$ cat src/rtl/inst_loader_pkg.sv
// Shared types and constants for the boot-time instruction loader.
package inst_loader_pkg;

  typedef enum logic [2:0] {
    HDR0 = 3'd0,
    HDR1 = 3'd1,
    DATA = 3'd2,
    WR   = 3'd3,
    DONE = 3'd4
  } ld_state_t;

  localparam int LD_HDR_BYTES = 2;
  localparam int LD_WCNT_W    = 16;

endpackage

$ cat src/rtl/inst_loader.sv
// Boot loader: header word count + little-endian 32-bit words from a byte
// stream, written to consecutive instruction-memory words while the core is held.
module inst_loader
  import inst_loader_pkg::*;
#(
  parameter  int INST_MEM_DEPTH  = 32,
  parameter  int INST_MEM_DAT_W  = 32,
  localparam int INST_MEM_ADDR_W = $clog2(INST_MEM_DEPTH) + 2
) (
  input  logic                       clk,
  input  logic                       rst,
  input  logic                       s_byte_vld,
  input  logic [7:0]                 s_byte_dat,
  output logic                       s_byte_rdy,
  input  logic                       ld_restart,
  output logic                       inst_wr_we,
  output logic [INST_MEM_ADDR_W-1:0] inst_wr_addr,
  output logic [INST_MEM_DAT_W-1:0]  inst_wr_dat,
  output logic                       cpu_hold,
  output logic                       ld_done,
  output logic                       ld_err
);

  ld_state_t                  state_q, state_d;
  logic [LD_WCNT_W-1:0]       wcnt_q, wcnt_d;
  logic [LD_WCNT_W-1:0]       widx_q, widx_d;
  logic [INST_MEM_DAT_W-1:0]  asm_q, asm_d;
  logic [1:0]                 bcnt_q, bcnt_d;
  logic                       err_q, err_d;
  logic                       we_q, we_d;
  logic [INST_MEM_ADDR_W-1:0] addr_q, addr_d;
  logic [INST_MEM_DAT_W-1:0]  dat_q, dat_d;

  logic                       hs_s;
  logic                       in_range_s;
  logic [31:0]                addr_full_s;
  logic [INST_MEM_DAT_W-1:0]  asm_shift_s;

  // Ready is a pure decode of the byte-accepting states.
  always_comb begin
    case (state_q)
      HDR0, HDR1, DATA: s_byte_rdy = 1'b1;
      default:          s_byte_rdy = 1'b0;
    endcase
  end

  assign hs_s        = s_byte_vld & s_byte_rdy;
  assign in_range_s  = ({16'd0, widx_q} < 32'(INST_MEM_DEPTH));
  assign addr_full_s = {14'd0, widx_q, 2'b00};
  assign asm_shift_s = {s_byte_dat, asm_q[INST_MEM_DAT_W-1:8]};

  // Next-state logic for the load FSM and its datapath.
  always_comb begin
    state_d = state_q;
    wcnt_d  = wcnt_q;
    widx_d  = widx_q;
    asm_d   = asm_q;
    bcnt_d  = bcnt_q;
    err_d   = err_q;
    we_d    = 1'b0;
    addr_d  = addr_q;
    dat_d   = dat_q;
    case (state_q)
      HDR0: begin
        if (hs_s) begin
          wcnt_d[7:0] = s_byte_dat;
          state_d     = HDR1;
        end else begin
          state_d = HDR0;
        end
      end
      HDR1: begin
        if (hs_s) begin
          wcnt_d[15:8] = s_byte_dat;
          if ({s_byte_dat, wcnt_q[7:0]} == 16'd0) begin
            state_d = DONE;
          end else begin
            state_d = DATA;
          end
        end else begin
          state_d = HDR1;
        end
      end
      DATA: begin
        if (hs_s) begin
          asm_d  = asm_shift_s;
          bcnt_d = bcnt_q + 2'd1;
          // Write port is loaded on entry to WR; out-of-range words are dropped.
          if (bcnt_q == 2'd3) begin
            state_d = WR;
            we_d    = in_range_s;
            addr_d  = addr_full_s[INST_MEM_ADDR_W-1:0];
            dat_d   = asm_shift_s;
            if (!in_range_s) begin
              err_d = 1'b1;
            end else begin
              err_d = err_q;
            end
          end else begin
            state_d = DATA;
          end
        end else begin
          state_d = DATA;
        end
      end
      WR: begin
        widx_d = widx_q + 16'd1;
        if (widx_q == (wcnt_q - 16'd1)) begin
          state_d = DONE;
        end else begin
          state_d = DATA;
        end
      end
      DONE: begin
        if (ld_restart) begin
          state_d = HDR0;
          err_d   = 1'b0;
          widx_d  = 16'd0;
          bcnt_d  = 2'd0;
        end else begin
          state_d = DONE;
        end
      end
      default: begin
        state_d = HDR0;
      end
    endcase
  end

  // State and datapath registers.
  always_ff @(posedge clk or posedge rst) begin
    if (rst) begin
      state_q <= HDR0;
      wcnt_q  <= 16'd0;
      widx_q  <= 16'd0;
      asm_q   <= '0;
      bcnt_q  <= 2'd0;
      err_q   <= 1'b0;
      we_q    <= 1'b0;
      addr_q  <= '0;
      dat_q   <= '0;
    end else begin
      state_q <= state_d;
      wcnt_q  <= wcnt_d;
      widx_q  <= widx_d;
      asm_q   <= asm_d;
      bcnt_q  <= bcnt_d;
      err_q   <= err_d;
      we_q    <= we_d;
      addr_q  <= addr_d;
      dat_q   <= dat_d;
    end
  end

  assign inst_wr_we   = we_q;
  assign inst_wr_addr = addr_q;
  assign inst_wr_dat  = dat_q;
  assign ld_err       = err_q;
  assign ld_done      = (state_q == DONE);
  assign cpu_hold     = (state_q != DONE);

endmodule

$ cat config.mk
export PLATFORM = sky130hd
export DESIGN_NAME = inst_loader
export DESIGN_NICKNAME = d
export VERILOG_FILES = /design/src/rtl/inst_loader_pkg.sv /design/src/rtl/inst_loader.sv
export SDC_FILE = /design/constraint.sdc
export NUM_CORES = 1
export LEC_CHECK = 0
export CAP_MARGIN = 20
export CORE_MARGIN = 2
export CORE_UTILIZATION = 59
export DETAILED_ROUTE_END_ITERATION = 6
export DONT_BUFFER_PORTS = 1
export GPL_ROUTABILITY_DRIVEN = 0
export PLACE_DENSITY = 0.75
export SLEW_MARGIN = 10
export SYNTH_ARGS = -nofsm -noshare
export SYNTH_HDL_FRONTEND = slang
export SYNTH_SLANG_ARGS = --single-unit
$ cat constraint.sdc
create_clock -name clk -period 4.8 [get_ports clk]
set_input_delay 1.2 -clock clk [delete_from_list [all_inputs] [get_ports clk]]
set_output_delay 1.2 -clock clk [all_outputs]
set_load 0.1 [all_outputs]
; Word level (Yosys, flattened, before mapping)
; Index checks and enable logic that the tools add are counted.
[totals]
rom_bits = 0
register_bits = 108
output_inout_bits = 44
n_memories = 0
input_bits = 12
latchBits = 0
mem_bits_rw = 0
word_cells = 60
[op_classes]
order_cmp = 1
bitwise_logic = 1
shifts = 0
multipliers = 0
n_addsub = 3
n_reduce_logical = 12
eq_ne = 11
muxes = 22
div_mod_pow = 0
[op_table]
columns = op, count
row1 = $pmux 16 s2, 1
row2 = $add 16x1->16 const B, 1
row3 = $eq 16x16->1, 1
row4 = $logic_not 16->1, 1
row5 = $lt 16x6->1 const B, 1
row6 = $mux 16, 1
row7 = $sub 16x1->16 const B, 1
row8 = $mux 3, 5
row9 = $pmux 3 s5, 1
row10 = $mux 1, 10
row11 = $ne 2x2->1 const B, 4
row12 = $reduce_and 2->1, 4
row13 = $eq 3x2->1 const B, 2
row14 = $reduce_and 3->1, 2
row15 = $reduce_and 5->1, 1
row16 = $mux 2, 2
row17 = $pmux 2 s2, 1
row18 = $reduce_bool 2->1, 2
row19 = $eq 3x1->1 const B, 1
row20 = $eq 3x3->1 const B, 1
row21 = $logic_not 3->1, 1
row22 = $ne 3x3->1 const B, 1
row23 = $reduce_or 3->1, 1
row24 = $add 2x1->2 const B, 1
row25 = other kinds (3), 3

; Longest topological paths before layout
; Gate-level depths: netlist (run 1).
[logic_depth]
depth_word = 6
ltp_mapped = 10
mapped_depth_nobuf = 8

; Worst setup path before layout (run 1)
; Ideal clock, no wire load.
[synth_path]
kind = reg-to-output
start = register state_q[0]
end = output ld_done
t_arrival_ns = 2.405
path_stages_with_launch = 5
slack_ns = 1.195
path_cell_list = dfrtp_1 > clkbuf_1 > inv_1 > nand3_1 > inv_1
[synth_between]
elab_chain_len = 1
[synth_lines]
columns = item, line
row1 = "start, declared", inst_loader.sv:24  ; ld_state_t state_q, state_d;
row2 = "start signal, assigned", inst_loader.sv:143  ; state_q <= state_d;
row3 = $eq 3x3->1, inst_loader.sv:159  ; assign ld_done = (state_q == DONE);
row4 = "end, declared", inst_loader.sv:20  ; output logic ld_done,
; No other way between the ends.

; Final worst setup path (run 1)
; Same ends and word-level chain as after synthesis.

==> impl_metrics.yaml, run 1 <==
sta:
  maxSlewViolCount: 0
  fmax_mhz: 312
  setup_violations: 0
  slew_headroom: 0.368
  clock_skew_ns: 0.0125
  tightest_slew_ns: 0.948
  period_needed_ns: 3.20
  setup_tns_ns: 0
  period_share: 0.668
  final-hold-violation-count: 0
  rsz0062_at_grt: "no"
logic_synthesis:
  synth-edff-count: 0
  ys.flop_type: "dfrtp_1"
  yosysSeqAreaShare: 0.542
  yosys_warnings: 0
  netlist_area_mm2: 0.00462
  synth_seq_cells: 100
  synth.avg_cell_area_um2: 12.1
  synthArstFlopShare: 1.00
  netlist_instances: 381
  synth_cell_types: 50
setup_path:
  r2r_end: "widx_q[12]$_DFFE_PP0P_"
  worstSetupStartpoint: "state_q[0]$_DFF_PP0_"
  end_kind: "output pin"
  r2r_slack_ns: 1.79
  required_ns: 3.60
  critPathMaxFanout: 11
  crit_arrival_ns: 2.00
  critPathKind: "reg2out"
  r2r-start: "state_q[0]$_DFF_PP0_"
  crit_path_start_kind: "flop"
  r2r_cells: 9
cells_and_area:
  fin_area_mm2: 0.00491
  drive_above_1_share: 0.275
  fillCellCount: 586
  n_antenna_cell: 0
  fin_nets: 396
  area_growth_pct: 6.42
drt:
  top_layer: "met4"
  dr.pass1.iters: 4
  final_antenna_net_count: 0
  routed-wl-met2_um: 4280
  wl_um: 8770
  drc: 0
  vias: 2874
  wl_met1_um: 3980
  drt-initial-drc-count: 177
  dr_wl_met3_um: 452
  viasPerCell: 5.89
  routedWlPerCell_um: 18.0
placed_design:
  io_buffers: 0
  place_area_mm2: 0.00472
  hpwl_um: 6340
global_route:
  grt_antenna_before_repair: 0
  grtUsageTotal: 0.222
  grt_pass1_wl_um: 14700
  grt_pass1_vias: 2940
  grt-ovfl-total: 0
  grt_max_degree: 76
cts:
  root_buffer: "clkbuf_8"
  clock_path_buffers: 2
  cts_hold_buf: 0
  worstSkewPairLatency_ns: 0.36
  path_clk_slew_ns: 0.09
  cts_tree: "yes"
  post-cts-setup-buffer-count: 0
  post_cts_resized: 0
  cts_inserted_buffers: 9
  clkSinkCount: 100
  cts_max_level: 3
die:
  core_mm2: 0.00765
  die_w_um: 92.5
  fp.dieArea_mm2: 0.00855
  die_h_um: 92.5
  rows: 32
  initial_core_util: 0.604
  io_pins: 56
min_path:
  worstHoldStart: "asm_q[9]$_DFFE_PP0P_"
  holdPathEnd: "asm_q[9]$_DFFE_PP0P_"
  hold_depth: 1
  worst_hold_path_type: "reg2reg"
outcome:
  status: "finished, final reports clean"
run:
  maxCapViolations: 0
[cells in the mapped netlist, types with 5 or more instances]
master    count  area, µm²
and3_1        5       31.3
clkbuf_1     10       37.5
dfrtp_1     100       2500
inv_1        10       37.5
mux2_2       74        833
nand2_1      17       63.8
nand2b_1      6       37.5
nand3_1       9       45.0
nand4_1       6       37.5
nor2_1       25       93.8
nor3_1        6       30.0
nor4_1       11       68.8
o21ai_0      14       70.1
xnor2_1      22        193
xor2_1       11       96.3
[through the flow]
step                      hold slack [ns]  std cells   util  setup slack [ns]
after detailed placement            0.493        472  0.617              1.78
after global placement              0.488        472  0.617              1.83
after CTS                           0.514        488  0.643              1.59
after floorplan                     0.476        382      -             0.981
after global routing                0.529        488  0.643              1.51
final                               0.508        488  0.643              1.60
[worst max-delay path, stage by stage, from the launching register on]
cell and delay [ns]:
dfrtp_1 0.51, inv_1 0.13, nand3_1 0.08, buf_4 0.25, inv_1 0.67
[registers in the layout, summed over array words and instances, names as in the netlist]
register	flops
widx_q	16
asm_q	24
inst_wr_we	1
ld_err	1
inst_wr_addr	5
wcnt_q	16
bcnt_q	2
state_q	3
inst_wr_dat	32
[kinds of logic (layout without fill, tap and decap cells)]
logic type,Yosys count,in the layout,synth area share
XOR/XNOR,33,33,0.0626
adder cells (fa/ha/maj),3,3,0.00813
AO/OA/AOI/OAI,34,34,0.0485
multiplexers,74,74,0.180
buffers and inverters,28,32,0.0271
flip-flops,100,100,0.542
AND/OR/NAND/NOR,108,108,0.130
other,1,2,0.000812
[routing by layer]
| layer | vias to the layer above | global-route usage |
|---|---|---|
| li1 | 1350 | - |
| met1 | 1444 | 0.304 |
| met2 | 73 | 0.354 |
| met3 | 7 | 0.0561 |
| met4 | 0 | 0.0609 |
| met5 | - | 0 |
[worst max path at each step]
stage	end	slack [ns]	cells past startpoint
after detailed placement	inst_wr_addr[4]$_DFFE_PP0P_	1.78	5
final	ld_done	1.60	4
after CTS	ld_done	1.59	4
after global routing	ld_done	1.51	4
after global placement	inst_wr_dat[6]$_DFFE_PP0P_	1.83	5
after floorplan	asm_q[10]$_DFFE_PP0P_	0.98	1
[cells in the final DEF (no fill, tap or decap), drive strengths merged, types with 9 or more instances in the layout]
cell type,n
clkbuf,10
xnor2,22
xor2,11
nand2,17
nor4,12
nand3,9
o21ai,14
inv,12
mux2,74
dfrtp,100
nor2,25
[cell type report]
cell class,instances,area (µm²),share of cell area
clock buffers,10,138,0.0280
multi-input cells,254,2000,0.407
well taps,102,128,0.0260
repair buffers,6,45.0,0.00917
flip-flops and latches,100,2500,0.509
inverters,10,40.0,0.00815
clock inverters,6,58.8,0.0120
Power of run 1 is not shown: default switching activity piles up to over one toggle a cycle in this logic, so the estimate is an artifact.
==> run 2: changes to the inputs <==
- CORE_UTILIZATION: 59 -> 57
- clock period: 4.8 -> 2.65 ns (I/O delays scaled with it)
==> run 2 against run 1 <==
  * Via count is 1.5% higher
  * Register-to-register slack worse by 1.6 ns
  * Flip-flop and latch count stayed put
  * Utilization is 0.17 points higher
==> impl_metrics.yaml, run 2 (synthesized netlist as in run 1, its figures left out) <==
die:
  core_mm2: 0.00781
  io_pins: 56
  die_w_um: 94
  initial_core_util: 0.591
  rows: 32
  die_h_um: 94
  fp.dieArea_mm2: 0.00884
global_route:
  grt_max_degree: 101
  grt-ovfl-total: 0
  grt_busiest_layer: "met2"
  grtUsageMet3: 0.0578
  grt_pass1_wl_um: 14900
  grtUsageTotal: 0.218
  use_met2: 0.340
  grt_antenna_before_repair: 0
  met1_usage: 0.297
  grt_pass1_vias: 3038
drt:
  viasPerCell: 5.89
  dr.pass1.iters: 4
  wl_um: 8970
  routedWlPerCell_um: 18.1
  drc: 0
  vias: 2916
  drt-initial-drc-count: 181
  final_antenna_net_count: 0
cts:
  cts_max_level: 3
  clkSinkCount: 100
  worstSkewPairLatency_ns: 0.37
  post_cts_resized: 1
  post-cts-setup-buffer-count: 0
  root_buffer: "clkbuf_8"
  path_clk_slew_ns: 0.10
  clock_path_buffers: 2
  cts_hold_buf: 0
  cts_tree: "yes"
  cts_inserted_buffers: 9
sta:
  holdWs_ns: 0.296
  clock_skew_ns: 0.0167
  setup_violations: 0
  tightest_slew_ns: 0.927
  setup_tns_ns: 0
  period_share: 0.951
  rsz0062_at_grt: "no"
  maxSlewViolCount: 0
  fmax_mhz: 397
  final-hold-violation-count: 0
  period_needed_ns: 2.52
  slew_headroom: 0.382
cells_and_area:
  drive_above_1_share: 0.295
  stdcell_count: 495
  area_growth_pct: 8.94
  fin_area_mm2: 0.00503
  fillCellCount: 618
  fin_nets: 403
  layout_commonest_cell: "dfrtp_1"
  n_antenna_cell: 0
  largest_reg_flops: 32
  mostFrequentLayoutCells: "99 x dfrtp_1, 74 x mux2_2, 25 x nor2_1"
setup_path:
  r2r_slack_ns: 0.23
  critPathMaxFanout: 8
  required_ns: 1.99
  critPathKind: "reg2out"
  end_kind: "output pin"
  crit_arrival_ns: 1.86
  crit_path_start_kind: "flop"
  r2r_cells: 8
placed_design:
  place_area_mm2: 0.00480
  io_buffers: 0
  hpwl_um: 6270
  dp_cells: 479
run:
  maxCapViolations: 0
outcome:
  status: "finished, final reports clean"
min_path:
  worst_hold_path_type: "in2async"
[run 2: changes by cell type in the layout (fill, tap and decap cells not counted), sizes merged]
cell,delta
inv,-2
bufinv,+1
clkinv,-2
clkinvlp,+3
buf,+7
[run 2: layout make-up]
| class | instances | area [µm²] | share of cell area |
|---|---|---|---|
| clock inverters | 6 | 82.6 | 0.0164 |
| clock buffers | 10 | 128 | 0.0254 |
| flip-flops and latches | 100 | 2500 | 0.498 |
| inverters | 10 | 45.0 | 0.00896 |
| repair buffers | 13 | 110 | 0.0219 |
| multi-input cells | 254 | 2030 | 0.404 |
| well taps | 102 | 128 | 0.0254 |
[run 2: metrics by stage]
stage / setup WS (ns) / util
after global placement: 0.118 / 0.615
final: 0.129 / 0.644
after global routing: 0.0385 / 0.644
after CTS: 0.0237 / 0.642
after floorplan: 0.00286 / -
after detailed placement: -0.0303 / 0.615
[run 2: path summary, 6_finish.rpt]
check / startpoint / end
max: state_q[1]$_DFF_PP0_ / ld_done
min: rst / widx_q[6]$_DFFE_PP0P_
max reg2reg: wcnt_q[0]$_DFFE_PP0P_ / state_q[2]$_DFF_PP0_
min reg2reg: inst_wr_addr[5]$_DFFE_PP0P_ / inst_wr_addr[5]$_DFFE_PP0P_
max in group asynchronous: rst / wcnt_q[3]$_DFFE_PP0P_
min in group clk: s_byte_dat[3] / wcnt_q[3]$_DFFE_PP0P_
[run 2: metal layers]
| metal | up-vias | part of all wire |
|---|---|---|
| met2 | 77 | 0.50 |
| met1 | 1473 | 0.43 |
| met5 | - | 0 |
| met4 | 0 | 0.0078 |
| li1 | 1360 | - |
| met3 | 6 | 0.062 |
[run 2: worst max-delay path, cell delays in order (launching register included)]
cell        delay, ns
dfrtp_1          0.48
inv_1            0.19
nand3_4          0.34
clkinvlp_4       0.18
buf_4            0.29
Power of run 2 is left out for the same reason.
==> run 3: changes to the inputs <==
- HOLD_SLACK_MARGIN: not set -> 0.08
- SLEW_MARGIN: 10 -> not set
==> results of run 3 <==
No change in the layout: final DEF, timing and power equal those of run 2.
Power of run 3 is left out for the same reason.
